===== config.mk =====
export PLATFORM = sky130hd
export DESIGN_NAME = comparator_seq_nb
export DESIGN_NICKNAME = d
export VERILOG_FILES = /design/src/rtl/comparator_seq_nb.sv
export SDC_FILE = /design/constraint.sdc
export NUM_CORES = 1
export LEC_CHECK = 0
export BUFFER_PORTS_ARGS = -buffer_cell sky130_fd_sc_hd__buf_2
export CAP_MARGIN = 5
export CORE_ASPECT_RATIO = 0.6
export CORE_MARGIN = 8
export CORE_UTILIZATION = 40
export DETAILED_ROUTE_END_ITERATION = 7
export PLACE_DENSITY = 0.6
export REMOVE_ABC_BUFFERS = 1
export SYNTH_ARGS = -nofsm -noshare
export SYNTH_HDL_FRONTEND = slang
export SYNTH_SLANG_ARGS = --single-unit

===== constraint.sdc =====
create_clock -name clk -period 3.3 [get_ports clk]
set_input_delay 0.495 -clock clk [delete_from_list [all_inputs] [get_ports clk]]
set_output_delay 0.495 -clock clk [all_outputs]
set_load 0.02 [all_outputs]

===== src/rtl/comparator_seq_nb.sv =====
// comparator_seq_nb: multi-cycle magnitude comparator.
// Compares two WIDTH-bit operands CHUNK bits per cycle, most significant
// chunk first. It uses a start/busy/done handshake and returns registered
// F_eq/F_gt/F_lt flags.
// SIGNED = 1 flips the operand MSBs at capture. The offset-binary values
// then compare correctly as unsigned numbers.
// Optional macro COMP_EARLY_EXIT_EN: when defined, the compare finishes on the
// first differing chunk. When undefined, every compare takes NCHUNK cycles.
`timescale 1ns/1ps

module comparator_seq_nb #(
    parameter int WIDTH  = 16,   // must be a multiple of CHUNK
    parameter int CHUNK  = 4,
    parameter bit SIGNED = 1'b0
) (
    input  logic             clk,
    input  logic             rst_n,
    input  logic             start,
    input  logic [WIDTH-1:0] A,
    input  logic [WIDTH-1:0] B,
    output logic             busy,
    output logic             done,
    output logic             F_eq,
    output logic             F_gt,
    output logic             F_lt
);

    localparam int NCHUNK = WIDTH / CHUNK;
    localparam int IDX_W  = (NCHUNK > 1) ? $clog2(NCHUNK) : 1;

    // Flipping the MSB maps two's complement onto offset binary.
    localparam logic [WIDTH-1:0] SIGN_MASK =
        SIGNED ? {1'b1, {(WIDTH-1){1'b0}}} : {WIDTH{1'b0}};

    localparam logic [1:0] S_IDLE = 2'd0;
    localparam logic [1:0] S_BUSY = 2'd1;
    localparam logic [1:0] S_DONE = 2'd2;

    logic [1:0]       state_q, state_d;
    logic [WIDTH-1:0] a_q, a_d;
    logic [WIDTH-1:0] b_q, b_d;
    logic [IDX_W-1:0] idx_q, idx_d;
    logic             gt_q, gt_d;     // sticky decision: A chunk was larger
    logic             lt_q, lt_d;     // sticky decision: B chunk was larger
    logic             f_eq_q, f_eq_d;
    logic             f_gt_q, f_gt_d;
    logic             f_lt_q, f_lt_d;

    logic [CHUNK-1:0] chunk_a, chunk_b;
    logic             dec_gt, dec_lt;
    logic             finish;
    logic             accept;

    // Select the chunk pointed to by idx_q from both captured operands.
    always_comb begin
        // NOTE: every variable written in a combinational block gets a default
        // first. Otherwise a path that leaves it unassigned infers a latch.
        chunk_a = '0;
        chunk_b = '0;
        for (int i = 0; i < NCHUNK; i++) begin
            if (idx_q == IDX_W'(i)) begin
                chunk_a = a_q[i*CHUNK +: CHUNK];
                chunk_b = b_q[i*CHUNK +: CHUNK];
            end
        end
    end

    // Next-state logic: capture on start, step through chunks, publish the result.
    always_comb begin
        state_d = state_q;
        a_d     = a_q;
        b_d     = b_q;
        idx_d   = idx_q;
        gt_d    = gt_q;
        lt_d    = lt_q;
        f_eq_d  = f_eq_q;
        f_gt_d  = f_gt_q;
        f_lt_d  = f_lt_q;

        // Only the first differing chunk (from the top) decides the result.
        dec_gt = gt_q;
        dec_lt = lt_q;
        if (!gt_q && !lt_q && (chunk_a != chunk_b)) begin
            dec_gt = (chunk_a > chunk_b);
            dec_lt = (chunk_a < chunk_b);
        end

`ifdef COMP_EARLY_EXIT_EN
        finish = (idx_q == '0) || dec_gt || dec_lt;
`else
        finish = (idx_q == '0);
`endif

        // start is honoured only when no compare is in flight.
        accept = start && ((state_q == S_IDLE) || (state_q == S_DONE));

        if (accept) begin
            state_d = S_BUSY;
            a_d     = A ^ SIGN_MASK;
            b_d     = B ^ SIGN_MASK;
            idx_d   = IDX_W'(NCHUNK - 1);
            gt_d    = 1'b0;
            lt_d    = 1'b0;
        end else begin
            case (state_q)
                S_BUSY: begin
                    gt_d = dec_gt;
                    lt_d = dec_lt;
                    if (finish) begin
                        state_d = S_DONE;
                        f_gt_d  = dec_gt;
                        f_lt_d  = dec_lt;
                        f_eq_d  = !(dec_gt || dec_lt);
                    end else begin
                        idx_d = idx_q - IDX_W'(1);
                    end
                end
                S_DONE:  state_d = S_IDLE;
                default: state_d = S_IDLE;
            endcase
        end
    end

    // State, operand and flag registers.
    always_ff @(posedge clk or negedge rst_n) begin
        if (!rst_n) begin
            // NOTE: the operand registers are plain flops, not a memory array.
            // Clearing them costs nothing and keeps the reset state fully defined.
            state_q <= S_IDLE;
            a_q     <= '0;
            b_q     <= '0;
            idx_q   <= '0;
            gt_q    <= 1'b0;
            lt_q    <= 1'b0;
            f_eq_q  <= 1'b0;
            f_gt_q  <= 1'b0;
            f_lt_q  <= 1'b0;
        end else begin
            // NOTE: use non-blocking assignments so every register samples
            // pre-edge values. Evaluation order then cannot matter.
            state_q <= state_d;
            a_q     <= a_d;
            b_q     <= b_d;
            idx_q   <= idx_d;
            gt_q    <= gt_d;
            lt_q    <= lt_d;
            f_eq_q  <= f_eq_d;
            f_gt_q  <= f_gt_d;
            f_lt_q  <= f_lt_d;
        end
    end

    assign busy = (state_q == S_BUSY);
    assign done = (state_q == S_DONE);
    assign F_eq = f_eq_q;
    assign F_gt = f_gt_q;
    assign F_lt = f_lt_q;

endmodule


After elaboration in Yosys (flattened, before gate mapping)
Index checks and enable logic that the tools add are counted.

$add $sub $neg: 1. Magnitude comparators: 2. Eq/ne operators: 8. Mux-type cells: 20. Bitwise gates (word level): 1. Reductions and logical operators: 13.

Operator list (number): 4-bit 2-to-1 mux (8); 2-bit 2-to-1 mux (6); 2-bit == test, second input constant (3); 1-bit 2-to-1 mux (6); 2-bit by 1-bit == test with 1-bit output, second input constant (2); 4-bit greater-than comparator (1); 2-bit logical NOT (2); 4-bit less-than comparator (1); 4-bit != test (1); 1-bit logical AND (3); 1-bit logical NOT (3); 3-bit by 1-bit != test with 1-bit output, second input constant (1); 3-bit AND reduction (1); 1-bit logical OR (2); 2-bit by 1-bit != test with 1-bit output, second input constant (1); 2-bit AND reduction (1); 2-bit nonzero test (1); 2-bit by 1-bit subtractor with 2-bit output, second input constant (1); 1-bit NOT (1).

Register bits: 41. Bits of input ports: 35. Output and inout port bits: 5. Logic and storage cells: 54.

Depth between registers and ports, before layout
Depth after elaboration: 10. Gate-level depth with buffers: 13. Gate-level depth less buffers: 11.

Worst setup path before layout
OpenSTA, ideal clock, no wires.

Kind: register to register. Start point: reg idx_q[0]. End point: reg gt_q. Setup time: 0.130 ns. Data arrival time: 2.207 ns. Required time: 3.170 ns. Slack: 0.963 ns. Stages on the path, launching flop included: 13. Path buffers: 1. Clock period less this slack: 2.337 ns. Cells stage by stage: dfrtp_1 inv_1 ha_1 nor2b_2 buf_6 a221o_1 o21ai_0 o21ai_1 ha_1 nor2b_1 o211ai_1 and2_1 o32ai_1.

Longest elaborated chain between the ends: 10. Elaborated cells between the ends (all ways): 18. Classes of those cells: order compare: 1; eq/ne: 4; mux: 11; reduce/logical: 2.

RTL lines: start: declaration (line 42) `logic [IDX_W-1:0] idx_q, idx_d;`; start signal: assignment (line 144) `idx_q <= idx_d;`; parallel branches: the longest is 7 deep, another holds 4-bit greater-than comparator; 1-bit 2-to-1 mux * (line 83) `if (!gt_q && !lt_q && (chunk_a != chunk_b)) begin`; 1-bit 2-to-1 mux * (line 105) `case (state_q)`; 1-bit 2-to-1 mux * (line 97) `if (accept) begin`; end signal: assignment (line 145) `gt_q <= gt_d;`; end: declaration (line 43) `logic gt_q, gt_d;`.

Mark *: on every way between the ends. The select of a mux whose other input is x is not followed. A chain may end at the register's enable or synchronous reset.

Worst setup path in the final report
Start point: reg idx_q[1]. End point: reg gt_q.

The elaborated chain is that of the path after synthesis.

==> impl_metrics.yaml <==
worst_setup_path:
  crit_slowest_cell: "dfrtp_1"
  crit_fanout: 10
  cpPeakStageDelay_ns: 0.41
  path_buf_inv: 1
  cp-end-kind: "flop"
  criticalPathCategory: "flop to flop"
  worstPathArrival_ns: 2.77
  cpMostUsedCell: "ha_1"
  crit_family: "compound AO/OA/AOI/OAI gates"
  crit_chain: "inv_1 -> ha_1 -> nor2b_2 -> a221o_1 -> o21ai_0 -> o21ai_1 -> ha_1 -> nor2b_1 -> o211ai_1 -> and2_1 -> o32ai_1"
  required_ns: 3.43
  critPathLaunchType: "flop"
finish:
  fillCellCount: 495
  layout_common_cells: "nand2_1, dfrtp_1, buf_2, ha_1"
  nets: 306
  num_antenna_cells: 0
  drive_above_1_share_pct: 21.21
  regArea_um2: 1026
  multi_input_area_um2: 859.6
  layout_commonest_cell: "nand2_1"
  area_growth_pct: 16.09
synth:
  synth_seq_cells: 41
  synth_top_area_share_pct: 51.93
  syn_area_um2: 1976
  syn_area_per_cell_um2: 8.703
  synth-seq-area-share_pct: 51.93
  synthCells: 227
  synth_cell_types: 30
  synth_top_area_cell: "dfrtp_1"
  yosysWarnings: 0
  synth_area_leaders: "dfrtp_1, nand2_1, ha_1"
timing:
  fin_skew_ns: 0.009569
  fin_crit_ns: 2.646
  period_share_pct: 80.18
  worstMarginPinSlew_ns: 0.8700
  grt_setup_unrepaired: "false"
  finalSetupViolations: 0
  maxSlewHeadroom_pct: 42.00
  fmax_mhz: 377.9
  hold_violations: 0
  fin_tns_setup_ns: 0
  maxSlewViolCount: 0
die:
  rows: 19
  floorplan.initialDensity_pct: 42.40
  die_h_um: 70.44
  ios: 40
  die_w_um: 106.7
  dieArea_um2: 7518
  core-area_um2: 4659
routing:
  first_pass_iters: 4
  vias_per_cell: 4.679
  vias: 1530
  postRouteAntennaNets: 0
  drt_iter0_drc: 65
  wl_per_cell_um: 13.59
  drc: 0
  finalWirelength_um: 4444
flow_run:
  maxCapViolations: 0
power_and_ir_drop:
  max-vdd-ir-drop_uv: 348.9
  p_per_area_nw_per_um2: 1020
  p_total_w: 0.002340
  p_leak_nw: 1.218
clock_network:
  clkLatencyLatePin_ns: 0.29
  ctsResizeCount: 0
  cts_buffers: 5
  htreeDepth: 2
  cts_setup_buffers: 0
  hold_buffers: 0
  root_buffer: "clkbuf_8"
  clockBufferDepth: 2
  cts_tree: "yes"
  path_clk_slew_ns: 0.08
  clock-sinks: 41
global_route:
  grt_max_degree: 42
  overflow: 0
  grt_util_all_layers_pct: 12.64
  grt_pass1_wl_um: 7638
  antenna_found_initial: 0
  grt_pass1_vias: 1528
outcome:
  status: "finished clean"
placed_design:
  dp_hpwl_um: 3330
  numPortBuffers: 39
  place.gp.congestion: 0.7548
worst_hold_path:
  hold_path_class: "input port to asynchronous set/reset pin"
[flip-flops by register name, summed over array words and instances (netlist names)]
signal   count
F_eq         1
F_gt         1
F_lt         1
a_q         16
b_q         16
gt_q         1
idx_q        2
lt_q         1
state_q      2
[power by group]
group | internal [W] | switching, W | leakage [nW] | total [W]
Sequential | 0.000742 | 0.000175 | 0.504 | 0.000917
Combinational | 0.000441 | 0.000639 | 0.662 | 0.00108
Clock | 0.000169 | 0.000173 | 0.0512 | 0.000343
[worst register-to-register path, delay by kind of cell (launching register included)]
family	cells	cell delay [ns]
AO/OA/AOI/OAI	5	0.78
adder cells (fa/ha/maj)	2	0.71
AND/OR/NAND/NOR	3	0.48
flip-flops	1	0.41
buffers and inverters	1	0.09
[stage by stage]
stage          util [%]  hold WS [ns]  setup slack, ns  instance area (µm²)  instances
3_5_place_dp      47.15        0.4674           0.6647                 2197        319
3_3_place_gp      47.15        0.4656           0.7436                 2197        319
2_1_floorplan         -        0.1994           0.8855                 1906        215
5_1_grt           49.22        0.3915           0.3639                 2293        327
4_1_cts           49.22        0.3523           0.6392                 2293        327
6_report          49.22        0.3163           0.6540                 2293        327
[logic make-up (layout without fill, tap and decap cells)]
logic type      Yosys count  count (layout)  synth area share [%]
simple gates            126             126                 25.78
flops                    41              41                 51.93
mux                       3               3                 1.583
buf+inv                  18              55                 4.687
fa+ha+maj                 8               8                 5.067
compound gates           31              31                 10.96
[final timing paths]
path	from	cells after the start	slack (ns)	endpoint
max	idx_q[1]	11	0.65	gt_q
min	rst_n	1	0.32	b_q[9]
max reg2reg	idx_q[1]	11	0.65	gt_q
min reg2reg	F_eq	2	0.48	F_eq
min in group clk	B[0]	3	0.38	b_q[0]
max in group asynchronous	rst_n	1	2.43	lt_q
[per-layer routing]
metal | share of wire [%] | global-route usage (%) | vias up
met2 | 36 | 15.44 | 33
met1 | 56 | 19.17 | 682
met5 | 0 | 0 | -
met4 | 0.43 | 2.791 | 0
li1 | - | - | 813
met3 | 7.3 | 5.403 | 2
[cell usage after synthesis (all sizes together)]
| cell type | n |
|---|---|
| ha | 8 |
| nor2 | 5 |
| o32ai | 1 |
| mux2 | 1 |
| nand4 | 1 |
| clkbuf | 2 |
| nor2b | 3 |
| a41oi | 1 |
| mux2i | 2 |
| o211ai | 2 |
| o41ai | 1 |
| buf | 10 |
| a221o | 3 |
| and2 | 1 |
| dfrtp | 41 |
| and2b | 1 |
| a221oi | 4 |
| nand2b | 3 |
| o31ai | 1 |
| o21ai | 11 |
| nand2 | 107 |
| nand3 | 1 |
| nor3 | 4 |
| inv | 6 |
| a21oi | 7 |
[cell type report]
class / count / share of cell area [%]
clock buffers: 6 / 3.601
clock inverters: 2 / 0.6001
inverters: 6 / 0.9820
multi-input cells: 168 / 37.48
flip-flops and latches: 41 / 44.74
well taps: 63 / 3.437
repair buffers: 41 / 9.165
Note: power is estimated with default switching activity, not from simulation.
